<file path="config.mk">
export PLATFORM = sky130hd
export DESIGN_NAME = rpsc_fault_latch_bank
export DESIGN_NICKNAME = d
export VERILOG_FILES = /design/src/rtl/rpsc_fault_latch_bank.sv
export SDC_FILE = /design/constraint.sdc
export NUM_CORES = 1
export LEC_CHECK = 0
export CAP_MARGIN = 20
export CORE_AREA = 2 2 106 108
export DETAILED_ROUTE_END_ITERATION = 10
export DIE_AREA = 0 0 108 110
export DONT_BUFFER_PORTS = 1
export PLACE_DENSITY = 0.44
export SLEW_MARGIN = 20
export SYNTH_ARGS = -nofsm -noshare
export SYNTH_HDL_FRONTEND = slang
export SYNTH_SLANG_ARGS = --single-unit
</file>
<file path="constraint.sdc">
create_clock -name clk -period 2.5 [get_ports clk]
set_clock_uncertainty 0.05 [all_clocks]
set_input_delay 0.5 -clock clk [delete_from_list [all_inputs] [get_ports clk]]
set_output_delay 0.5 -clock clk [all_outputs]
set_load 0.03 [all_outputs]
</file>
<file path="src/rtl/rpsc_fault_latch_bank.sv">
// rpsc_fault_latch_bank
// ---------------------
// N-channel fault/interlock latch card. Every raw fault input passes through a
// 2-flop synchroniser and a symmetric debounce filter, then drives a per-channel
// CLEAR/LATCHED alarm latch. The card also keeps the first channel to latch and
// counts trip events with a saturating counter.
//
// Ports
//   clk                in   system clock
//   reset              in   asynchronous, active-high reset
//   fault_in[N_CH]     in   raw fault inputs (asynchronous, active-high)
//   fault_mask[N_CH]   in   1 = channel may not latch (an existing latch is kept)
//   ack                in   operator latch reset; level-sampled on every edge
//   fault_out[N_CH]    out  debounced, unlatched fault status
//   fault_la[N_CH]     out  latched alarm per channel (the latch state itself)
//   trip               out  OR of fault_la, purely combinational
//   first_fault_valid  out  first_fault_id holds a valid channel index
//   first_fault_id     out  lowest channel of the group that latched first
//   trip_count         out  number of trip 0->1 events, saturating
module rpsc_fault_latch_bank #(
  parameter int N_CH            = 8,
  parameter int DEBOUNCE_CYCLES = 16,
  parameter int TRIP_CNT_W      = 8,
  localparam int ID_W  = (N_CH > 1) ? $clog2(N_CH) : 1,
  localparam int CNT_W = (DEBOUNCE_CYCLES > 1) ? $clog2(DEBOUNCE_CYCLES) : 1
) (
  input  logic                  clk,
  input  logic                  reset,
  input  logic [N_CH-1:0]       fault_in,
  input  logic [N_CH-1:0]       fault_mask,
  input  logic                  ack,
  output logic [N_CH-1:0]       fault_out,
  output logic [N_CH-1:0]       fault_la,
  output logic                  trip,
  output logic                  first_fault_valid,
  output logic [ID_W-1:0]       first_fault_id,
  output logic [TRIP_CNT_W-1:0] trip_count
);

  typedef enum logic {
    LATCH_CLEAR = 1'b0,
    LATCH_SET   = 1'b1
  } latch_state_e;

  localparam logic [CNT_W-1:0]      CNT_LAST = CNT_W'(DEBOUNCE_CYCLES - 1);
  localparam logic [TRIP_CNT_W-1:0] TRIP_MAX = {TRIP_CNT_W{1'b1}};

  logic [N_CH-1:0]       sync1_q, sync2_q;
  logic [N_CH-1:0]       fout_q, fout_d;
  logic [CNT_W-1:0]      cnt_q [N_CH];
  logic [CNT_W-1:0]      cnt_d [N_CH];
  latch_state_e          latch_q [N_CH];
  latch_state_e          latch_d [N_CH];
  logic [N_CH-1:0]       la_cur, la_next;
  logic                  ffv_q, ffv_d;
  logic [ID_W-1:0]       ffid_q, ffid_d;
  logic [ID_W-1:0]       low_id;
  logic [TRIP_CNT_W-1:0] tcnt_q, tcnt_d;

  always_comb begin
    fout_d  = fout_q;
    cnt_d   = cnt_q;
    latch_d = latch_q;
    la_cur  = '0;
    la_next = '0;
    low_id  = '0;
    ffv_d   = ffv_q;
    ffid_d  = ffid_q;
    tcnt_d  = tcnt_q;

    for (int i = 0; i < N_CH; i++) begin
      // Debounce: count consecutive samples that disagree with the filtered
      // state; the DEBOUNCE_CYCLES-th disagreeing sample flips it.
      if (sync2_q[i] != fout_q[i]) begin
        if (cnt_q[i] == CNT_LAST) begin
          fout_d[i] = ~fout_q[i];
          cnt_d[i]  = '0;
        end else begin
          cnt_d[i] = cnt_q[i] + CNT_W'(1);
        end
      end else begin
        cnt_d[i] = '0;
      end

      // Latch: uses the registered debounced value, so fault_la trails
      // fault_out by one clock. Set wins over an ack on the same edge.
      case (latch_q[i])
        LATCH_CLEAR: if (fout_q[i] && !fault_mask[i]) latch_d[i] = LATCH_SET;
        LATCH_SET: begin
          if (!(fout_q[i] && !fault_mask[i]) && ack && !fout_q[i])
            latch_d[i] = LATCH_CLEAR;
        end
        default: latch_d[i] = LATCH_CLEAR;
      endcase

      la_cur[i]  = (latch_q[i] == LATCH_SET);
      la_next[i] = (latch_d[i] == LATCH_SET);
    end

    // Scan downwards so the lowest latching index is the one left standing.
    for (int i = N_CH - 1; i >= 0; i--) begin
      if (la_next[i]) low_id = ID_W'(i);
    end

    // With nothing latched now, every bit of la_next is a newly latching channel.
    if (la_cur == '0 && la_next != '0) begin
      ffv_d  = 1'b1;
      ffid_d = low_id;
      if (tcnt_q != TRIP_MAX) tcnt_d = tcnt_q + TRIP_CNT_W'(1);
    end else if (la_next == '0) begin
      ffv_d  = 1'b0;
      ffid_d = '0;
    end
  end

  always_ff @(posedge clk or posedge reset) begin
    if (reset) begin
      sync1_q <= '0;
      sync2_q <= '0;
      fout_q  <= '0;
      ffv_q   <= 1'b0;
      ffid_q  <= '0;
      tcnt_q  <= '0;
      for (int i = 0; i < N_CH; i++) begin
        cnt_q[i]   <= '0;
        latch_q[i] <= LATCH_CLEAR;
      end
    end else begin
      sync1_q <= fault_in;
      sync2_q <= sync1_q;
      fout_q  <= fout_d;
      ffv_q   <= ffv_d;
      ffid_q  <= ffid_d;
      tcnt_q  <= tcnt_d;
      for (int i = 0; i < N_CH; i++) begin
        cnt_q[i]   <= cnt_d[i];
        latch_q[i] <= latch_d[i];
      end
    end
  end

  assign fault_out         = fout_q;
  assign fault_la          = la_cur;
  assign trip              = |la_cur;
  assign first_fault_valid = ffv_q;
  assign first_fault_id    = ffid_q;
  assign trip_count        = tcnt_q;

endmodule

</file>
Yosys cells after proc, flatten, opt, wreduce, memory -nomap -nowiden:

Cells that the tools add are included.

* input port bits: 19
* register bits: 76
* word-level logic and storage cells: 186
* output and inout port bits: 29

* bitwise logic cells: 16
* add/sub/neg operators: 9
* reduce and logical (&&, ||, !) cells: 63
* multiplexer cells: 52
* equal/unequal tests: 17

Operators by type and width (number)
* two-way mux 4 bit: 16
* adder 4 x 1 -> 4 bit (second input constant): 8
* == test 4 bit (second input constant): 8
* two-way mux 3 bit: 10
* logical AND 1 bit: 25
* zero test 1 bit: 24
* two-way mux 1 bit: 18
* AND reduction 2 bit: 9
* zero test 8 bit: 2
* inverter 1 bit: 16
* one-hot mux 1 bit (2 select lines): 8
* adder 8 x 1 -> 8 bit (second input constant): 1
* inequality test 1 bit: 8
* inequality test 8 bit (second input constant): 1
* nonzero test 8 bit: 1
* OR reduction 8 bit: 1
* nonzero test 2 bit: 1

Longest topological paths before layout:

Gate-level depths: netlist of run 1.

* word-level depth: 16
* depth in mapped cells: 6
* depth with buffers taken out: 6

Worst setup path before layout of run 1:

OpenSTA, ideal clock, no wires.

* path type: flip-flop to flip-flop
* from: register latch_q (netlist bit fault_la[2])
* to: register tcnt_q[1], in the netlist trip_count[1]
* path slack: 0.370 ns
* buffers on the path: 0
* library setup time: 0.125 ns
* stages on the path, launching flop included: 6
* clock period less this slack: 2.130 ns
* required time: 2.325 ns
* arrival time: 1.955 ns
* cells stage by stage: dfrtp_1 > nand2b_1 > a22oi_4 > nand4_4 > o41ai_4 > mux2_4

* longest elaborated chain between the ends: 5
* elaborated cells between the ends (all ways): 6
* those cells by class: mux: 1; bitwise: 1; reduce/logical: 4

RTL lines
* start, declared: line 52 `latch_state_e latch_q [N_CH];`
* start signal, assigned by index: line 137 `latch_q[i] <= latch_d[i];`
* inverter 1 bit
* one-hot mux 1 bit (2 select lines): line 87 `case (latch_q[i])`
* nonzero test 8 bit: line 106 `if (la_cur == '0 && la_next != '0) begin`
* logical AND 1 bit (*): line 106
* AND reduction 2 bit (no source line) (*)
* end signal, assigned: line 134 `tcnt_q <= tcnt_d;`
* end, declared: line 58 `logic [TRIP_CNT_W-1:0] tcnt_q, tcnt_d;`

Mark *: on every way between the ends. The rest lies on a longest branch, timed or not.
A chain may end at the register's enable or synchronous reset.

Worst setup path after layout of run 1:

* from: register latch_q (netlist bit fault_la[2])
* to: output port trip

* longest elaborated chain between the ends: 1

RTL lines
* OR reduction 8 bit: line 144 `assign trip = |la_cur;`
* end, declared: line 34 `output logic trip,`

Every way passes these cells.

==> results.toml, run 1 <==
[finish]
fin_util_pct = 34.0
drive_gt1_share_pct = 19.3
syn_to_final_growth_pct = 15.5
finish.instance_area_um2 = 3630
nets = 303

[synth]
synth_nets = 276
netlist_instances = 248
synth-edff-count = 0
synth_flop_cell = "dfrtp_1"
yosysSeqAreaShare_pct = 60.4
async_flop_share_pct = 100
synth_top_area_share_pct = 60.4
synth_cell_types = 36
synth_area_um2 = 3150
yosys_warnings = 0
synthTopCellsByCount = "dfrtp_1, nor2_1, xnor2_1, inv_1, a21oi_1"
ys_ff_latch = 76
synth_area_leaders = "dfrtp_1, xnor2_1, ha_1, mux2_2, nor2_1"
synth_most_common_cell = "dfrtp_1"
synth.largest_area_cell = "dfrtp_1"
avgSynthCellArea_um2 = 12.7

[clocking]
cts.sinks = 76
numCtsBuffers = 9
clk_path_buf_depth = 2
clkLatencyLatePin_ns = 0.34
cts_root_buf = "clkbuf_8"
path_clk_slew_ns = 0.07
cts_resized = 0
h-tree-depth = 3
cts_tree = "yes"
cts_hold_buffers = 0
postCtsSetupRepairBufs = 0

[worst_setup_path]
crit_type = "flop to output pin"
worstPathMaxFanout = 7
crit_buf_inv = 1
crit_family = "simple AND/OR/NAND/NOR gates"
arrival_ns = 1.61
cp.required_ns = 1.95
cpPeakStageDelay_ns = 0.49
cp_slowest_cell = "nor4_1"
cp-start-kind = "flop"
crit_path_end_kind = "output pin"
path_cells = "nor4_1, nand2_2, buf_4"

[sta]
fmaxAchievable_ghz = 0.463
tightest_slew_ns = 0.671
fin_crit_ns = 2.16
grt_setup_unrepaired = "no"
maxSlewHeadroom_pct = 55.2
tns_ns = 0
slew_violations = 0
finalHoldViolations = 0
setup_viol_count_final = 0
fin_crit_sh_pct = 86.5

[detailed_routing]
viasPerCell = 4.52
drtAntennaViolNets = 0
drt_iter0_markers = 77
drc = 0
drt_wl_total_um = 6150
vias = 1901
first_pass_iters = 4
wl_per_cell_um = 14.6

[global_routing]
antenna_found_initial = 1
grt_max_degree = 40
first_global_vias = 2000
grt_pass1_wl_um = 10200
track_usage_pct = 11.5
gr-total-overflow = 0

[floorplanning]
die_h_um = 110
start_util_pct = 29.4
die_w_um = 108
io_pins = 48
die_area_um2 = 11900
coreArea_um2 = 10700
fp-row-count = 38

[power]
p_per_area_nw_per_um2 = 638
vdd_drop_max_v = 0.000385
leakage_nw = 1.72

[placed_design]
port_buffers = 0
place_area_um2 = 3440
place_congestion = 0.822
dp_hpwl_um = 4590

[hold_path]
min_path_type = "input pin to asynchronous set/reset pin"

[status]
status = "finished, final reports clean"

[run]
max_cap_viol_count = 0
[final timing paths]
check / start / endpoint / slack [ns] / cells past startpoint
setup / recovery: fault_la[2] / trip / 0.34 / 3
hold / removal: reset / sync1_q[0] / 0.07 / 1
setup reg to reg: fault_la[6] / trip_count[1] / 0.40 / 6
hold reg to reg: sync1_q[6] / sync2_q[6] / 0.30 / 0
max in group asynchronous: reset / cnt_q[12] / 1.69 / 2
min in group clk: fault_in[5] / sync1_q[5] / 0.13 / 0
[power by group]
| part | switching, mW | internal (mW) |
|---|---|---|
| combinational | 0.0662 | 0.0529 |
| clock | 0.430 | 0.441 |
| sequential | 0.0513 | 1.28 |
[cell type report]
type                       count  area, µm²
antenna                        1       2.50
clock buffer                  13        169
sequential                    76       1900
fill                        1058       7060
timing repair buffer          16        120
tap                          140        175
inverter                      16       61.3
multi-input combinational    156       1180
clock inverter                 3       20.0
[stage by stage]
stage                     power [mW]  worst slack (ns)  hold WS [ns]  instances
after floorplan                 1.44            0.0117         0.281        248
after detailed placement        1.47             0.363         0.285        404
after global routing            2.45             0.206        0.0872        421
after global placement          1.47             0.395         0.285        404
after CTS                       2.37             0.296        0.0729        420
final                           2.32             0.338        0.0656        421
[placed cells by master (no fill, tap or decap), drive strengths merged, types with 9 or more instances in the layout]
cell type,count
dfrtp,76
nor2b,9
xnor2,18
clkbuf,13
nor2,18
ha,9
nand3,12
mux2,9
buf,16
a21oi,15
inv,15
[logic make-up after synthesis]
kind of cell | after synthesis | share of synthesized area, %
AND/OR/NAND/NOR | 73 | 13.8
adder cells (fa/ha/maj) | 9 | 3.58
AO/OA/AOI/OAI | 42 | 10.5
flip-flops | 76 | 60.4
multiplexers | 9 | 3.34
buffers and inverters | 16 | 1.91
XOR/XNOR | 23 | 6.40
[per-layer routing]
layer / vias up / track usage (%) / part of all wire, %
met5: - / 0 / 0
met4: 0 / 3.85 / 1.2
met3: 7 / 6.64 / 8.9
met2: 42 / 17.3 / 45
met1: 931 / 13.9 / 45
li1: 921 / - / -
[registers in the layout, summed over array words and instances, names as in the netlist]
signal,flops
cnt_q,32
fault_la,8
fault_out,8
first_fault_id,3
first_fault_valid,1
sync1_q,8
sync2_q,8
trip_count,8
[worst reg2reg max path, delay by kind of cell (launching register included)]
| kind | cells | cell delay, ns |
|---|---|---|
| AND/OR/NAND/NOR | 1 | 0.29 |
| AO/OA/AOI/OAI | 2 | 0.54 |
| flip-flops | 1 | 0.40 |
| buffers and inverters | 2 | 0.39 |
| multiplexers | 1 | 0.30 |
Note: power is estimated with default switching activity, not from simulation.
==> run 2, diff against run 1 <==
RECOVER_POWER = 25   (was default)
==> run 2 against run 1 <==
The run now ends with capacitance limit, slew limit left. Worst setup slack did not move. Clock-buffer cell count unchanged. Non-clock buffer count is the same. Largest cell class unchanged. Final cell count stayed put. Highest routed layer unchanged. Clock power about the same. Combinational power about the same. Die area unchanged. Hold slack gained 0.063 ns. First-iteration DRC count unchanged. Total power is essentially flat. Sequential cell count unchanged. Register-to-register slack about the same.
==> results.toml, run 2 (synthesis gave the netlist of run 1 again) <==
[hold_path]
hp-start = "fault_in[5]"
min_path_type = "input pin to flop"

[sta]
slew_violations = 40
fin_hold_ws_ns = 0.128
fin_crit_ns = 2.16
setup_viol_count_final = 0
finalHoldViolations = 0
tightest_slew_ns = 1.71
fmaxAchievable_ghz = 0.463
setup_ws_ns = 0.338
fin_crit_sh_pct = 86.5
maxSlewHeadroom_pct = -14.7
tns_ns = 0
grt_setup_unrepaired = "no"

[finish]
finish.instance_area_um2 = 3630
drive_gt1_share_pct = 19.3
syn_to_final_growth_pct = 15.5
nets = 303
top_register = "cnt_q"
stdcell_count = 421
final_cell_mix = "dfrtp_1, nor2_1, xnor2_1"
largest_register_ffs = 32
fin_util_pct = 34.0
final_common_cell = "dfrtp_1"
nFillCells = 1058

[clocking]
clkLatencyLatePin_ns = 0.34
postCtsSetupRepairBufs = 0
path_clk_slew_ns = 0.08
cts_hold_buffers = 0
cts.sinks = 76
h-tree-depth = 3
cts_root_buf = "clkbuf_8"
cts_tree = "yes"
clk_path_buf_depth = 2
cts_resized = 0
numCtsBuffers = 9

[floorplanning]
die_area_um2 = 11900
start_util_pct = 29.4
coreArea_um2 = 10700
fp-row-count = 38
io_pins = 48
die_w_um = 108
die_h_um = 110

[detailed_routing]
drt_iter0_markers = 77
vias = 1900
drc = 0
drtAntennaViolNets = 0
wl_per_cell_um = 14.6
viasPerCell = 4.51
drt_wl_total_um = 6150
first_pass_iters = 4

[power]
total_power_mw = 2.32
leakage_nw = 1.71
vdd_drop_max_v = 0.000385
p_per_area_nw_per_um2 = 638

[worst_setup_path]
cpPeakStageDelay_ns = 0.49
crit_path_start = "fault_la[2]"
crit_path_end_kind = "output pin"
cp-start-kind = "flop"
worstPathMaxFanout = 7
crit_type = "flop to output pin"
cp.required_ns = 1.95
crit_buf_inv = 1
arrival_ns = 1.61
cp_slowest_cell = "nor4_1"
path_cells = "nor4_1, nand2_2, buf_4"
r2r-start = "fault_la[6]"
crit_family = "simple AND/OR/NAND/NOR gates"

[global_routing]
first_global_vias = 2000
antenna_found_initial = 1
grt_pass1_wl_um = 10200
grt_max_degree = 40
gr-total-overflow = 0
track_usage_pct = 11.5

[placed_design]
port_buffers = 0
place_congestion = 0.822
place_area_um2 = 3440
dp_hpwl_um = 4590
dp.cells = 404
dp_slack_ns = 0.363

[run]
max_cap_viol_count = 1

[status]
status = "finished, violations left"
violations = "capacitance limit, slew limit"
run 2: report_power, final:
group	switching, mW	internal [mW]
combinational	0.0662	0.0532
sequential	0.0513	1.28
clock	0.430	0.441
run 2: worst register-to-register path: cells and delay by family (launching register included):
kind            cells  cell delay [ns]
simple gates        1             0.29
compound gates      2             0.54
mux                 1             0.30
buf+inv             2             0.39
flops               1             0.40
run 2: layout make-up:
class / instances / area (µm²) / share of cell area (%)
Inverter: 16 / 61.3 / 1.69
Sequential cell: 76 / 1900 / 52.3
Antenna cell: 1 / 2.50 / 0.0688
Tap cell: 140 / 175 / 4.82
Timing Repair Buffer: 16 / 120 / 3.30
Clock buffer: 13 / 169 / 4.65
Clock inverter: 3 / 20.0 / 0.551
Multi-Input combinational cell: 156 / 1180 / 32.6
run 2: final timing paths:
| path | cells past startpoint | slack (ns) | end |
|---|---|---|---|
| hold / removal | 0 | 0.13 | sync1_q[5] |
| setup reg to reg | 6 | 0.40 | trip_count[1] |
| min in group asynchronous | 1 | 0.40 | sync1_q[0] |
| hold reg to reg | 0 | 0.30 | sync2_q[6] |
| max in group asynchronous | 2 | 1.10 | cnt_q[12] |
| setup / recovery | 3 | 0.34 | trip |
run 2: routing by layer:
metal	GRT usage, %	routed length [µm]	part of all wire [%]
met1	13.9	2770	45
met2	17.3	2760	45
met5	0	0	0
met3	6.64	547	8.9
met4	3.85	72	1.2
==> run 3, diff against run 2 <==
GPL_TIMING_DRIVEN = 0   (was default)
PLACE_DENSITY = 0.43   (was 0.44)
clock period = 2.12 ns   (was 2.5 ns; I/O delays follow)
==> run 3 against run 2 <==
The run now ends clean. Sequential power grew 18%. Register-to-register slack lost 0.37 ns. Via count fell by 0.68%. Critical endpoint is now trip_count[1].
==> results.toml, run 3 (synthesis gave the netlist of run 1 again) <==
[power]
clockPowerShare_pct = 42.0
p_comb_share_pct = 5.2
seqPwrFrac_pct = 52.8
leakage_nw = 1.71
vdd_drop_max_v = 0.000277
p_per_area_nw_per_um2 = 791
switchingPower_mw = 0.719
total_power_mw = 2.97
intPower_mw = 2.25
p_sw_share_pct = 24.2

[detailed_routing]
met3_wirelength_um = 373
drtAntennaViolNets = 0
wl_met2_um = 2800
drt_iter0_markers = 73
viasPerCell = 4.58
drc = 0
wl_met1_um = 2900
drt_wl_total_um = 6170
top_layer_used = "met4"
vias = 1887
first_pass_iters = 4
wl_per_cell_um = 15.0

[floorplanning]
die_area_um2 = 11900
io_pins = 48
coreArea_um2 = 10700
die_w_um = 108
die_h_um = 110
fp-row-count = 38
start_util_pct = 29.4

[placed_design]
port_buffers = 0
place_area_um2 = 3370
dp_hpwl_um = 4360
dp.cells = 390
place_congestion = 0.775

[worst_setup_path]
cpPeakStageDelay_ns = 0.51
crit_buf_inv = 1
crit_type = "flop to flop"
path_cells = "nand2b_1, a21oi_4, nand4_4, o41ai_4, buf_6, mux2_4"
cp-start-kind = "flop"
worstPathMaxFanout = 8
cp.required_ns = 2.30
arrival_ns = 2.28
crit_family = "compound AO/OA/AOI/OAI gates"
cp_slowest_cell = "dfrtp_2"
crit_path_end_kind = "flop"

[sta]
tightest_slew_ns = 1.27
fmaxAchievable_ghz = 0.477
fin_crit_sh_pct = 98.8
fin_crit_ns = 2.09
finalHoldViolations = 0
setup_viol_count_final = 0
maxSlewHeadroom_pct = 15.0
grt_setup_unrepaired = "yes"
slew_violations = 0
fin_hold_ws_ns = 0.0418

[clocking]
numCtsBuffers = 9
cts_tree = "yes"
cts.sinks = 76
cts_root_buf = "clkbuf_8"
h-tree-depth = 3
clk_path_buf_depth = 2
path_clk_slew_ns = 0.09
clkLatencyLatePin_ns = 0.35

[global_routing]
grt_pass1_wl_um = 10100
first_global_vias = 1914
antenna_found_initial = 0
gr-total-overflow = 0
grt_max_degree = 33
track_usage_pct = 11.4

[finish]
fin_util_pct = 35.1
final_common_cell = "dfrtp_1"
drive_gt1_share_pct = 23.2
final_cell_mix = "dfrtp_1, nor2_1, xnor2_1"
antenna_cells = 0
finish.instance_area_um2 = 3750
largest_register_ffs = 32
top_register = "cnt_q"
nets = 295
stdcell_count = 412
syn_to_final_growth_pct = 19.3

[run]
max_cap_viol_count = 0

[hold_path]
min_path_type = "input pin to flop"

[status]
status = "finished, final reports clean"
## run 3: changes by cell type in the layout (fill, tap and decap cells not counted), sizes merged
| cell | previous run | this run |
|---|---|---|
| clkinvlp | 3 | 2 |
| clkinv | 1 | 2 |
| dlygate4sd3 | 0 | 1 |
| inv | 15 | 17 |
| diode | 1 | 0 |
| bufinv | 0 | 2 |
| buf | 16 | 7 |
| clkbuf | 13 | 9 |
## run 3: worst register-to-register path, delay by kind of cell (launching register included)
family                 cells  cell delay, ns
buffers and inverters      1            0.18
AND/OR/NAND/NOR            2            0.36
multiplexers               1            0.29
AO/OA/AOI/OAI              2            0.58
flip-flops                 1            0.51
## run 3: per-layer routing
layer  up-vias  track usage [%]
met4         0             5.22
met5         -                0
li1        904                -
met1       930             14.7
met3         9             4.41
met2        44             16.9
## run 3: repair_timing
item | 4_1_cts | 5_1_grt
buffers inserted | 5 | 0
hold buffers | 1 | 0
hold endpoints to repair | 23 | 0
setup endpoints to repair | 13 | 8
pin swaps | 5 | 2
resized for setup | 22 | 1
## run 3: cell type report
cell class              instances  area (µm²)
multi-input cells             156        1280
clock inverters                 7        98.8
well taps                     140         175
fillers                      1056        6940
clock buffers                   9         124
inverters                      16        61.3
repair buffers                  8        98.8
flip-flops and latches         76        1910
## run 3: final timing paths
kind | startpoint | to | slack, ns | cells past startpoint
min in group asynchronous | reset | fault_out[1] | 0.75 | 2
worst min-delay path | fault_in[0] | sync1_q[0] | 0.04 | 0
worst max register to register | fault_la[3] | trip_count[1] | 0.03 | 6
max in group asynchronous | reset | fault_la[4] | 0.56 | 3
worst min register to register | sync1_q[6] | sync2_q[6] | 0.30 | 0
worst max-delay path | fault_la[3] | trip_count[1] | 0.03 | 6
## run 3: through the flow
stage	TNS (ns)	setup WS (ns)
global route	-0.346	-0.0837
global placement	-3.19	-0.409
floorplan	0	0.00779
finish	0	0.0257
detailed placement	-3.00	-0.410
CTS	0	0.00931
## run 3: power by group through the flow
stage | sequential [mW] | combinational, mW | clock [mW]
after detailed placement | 1.59 | 0.151 | 0
after global routing | 1.58 | 0.179 | 1.35
after CTS | 1.57 | 0.158 | 1.30
final | 1.57 | 0.153 | 1.25
after floorplan | 1.58 | 0.114 | 0
after global placement | 1.59 | 0.139 | 0
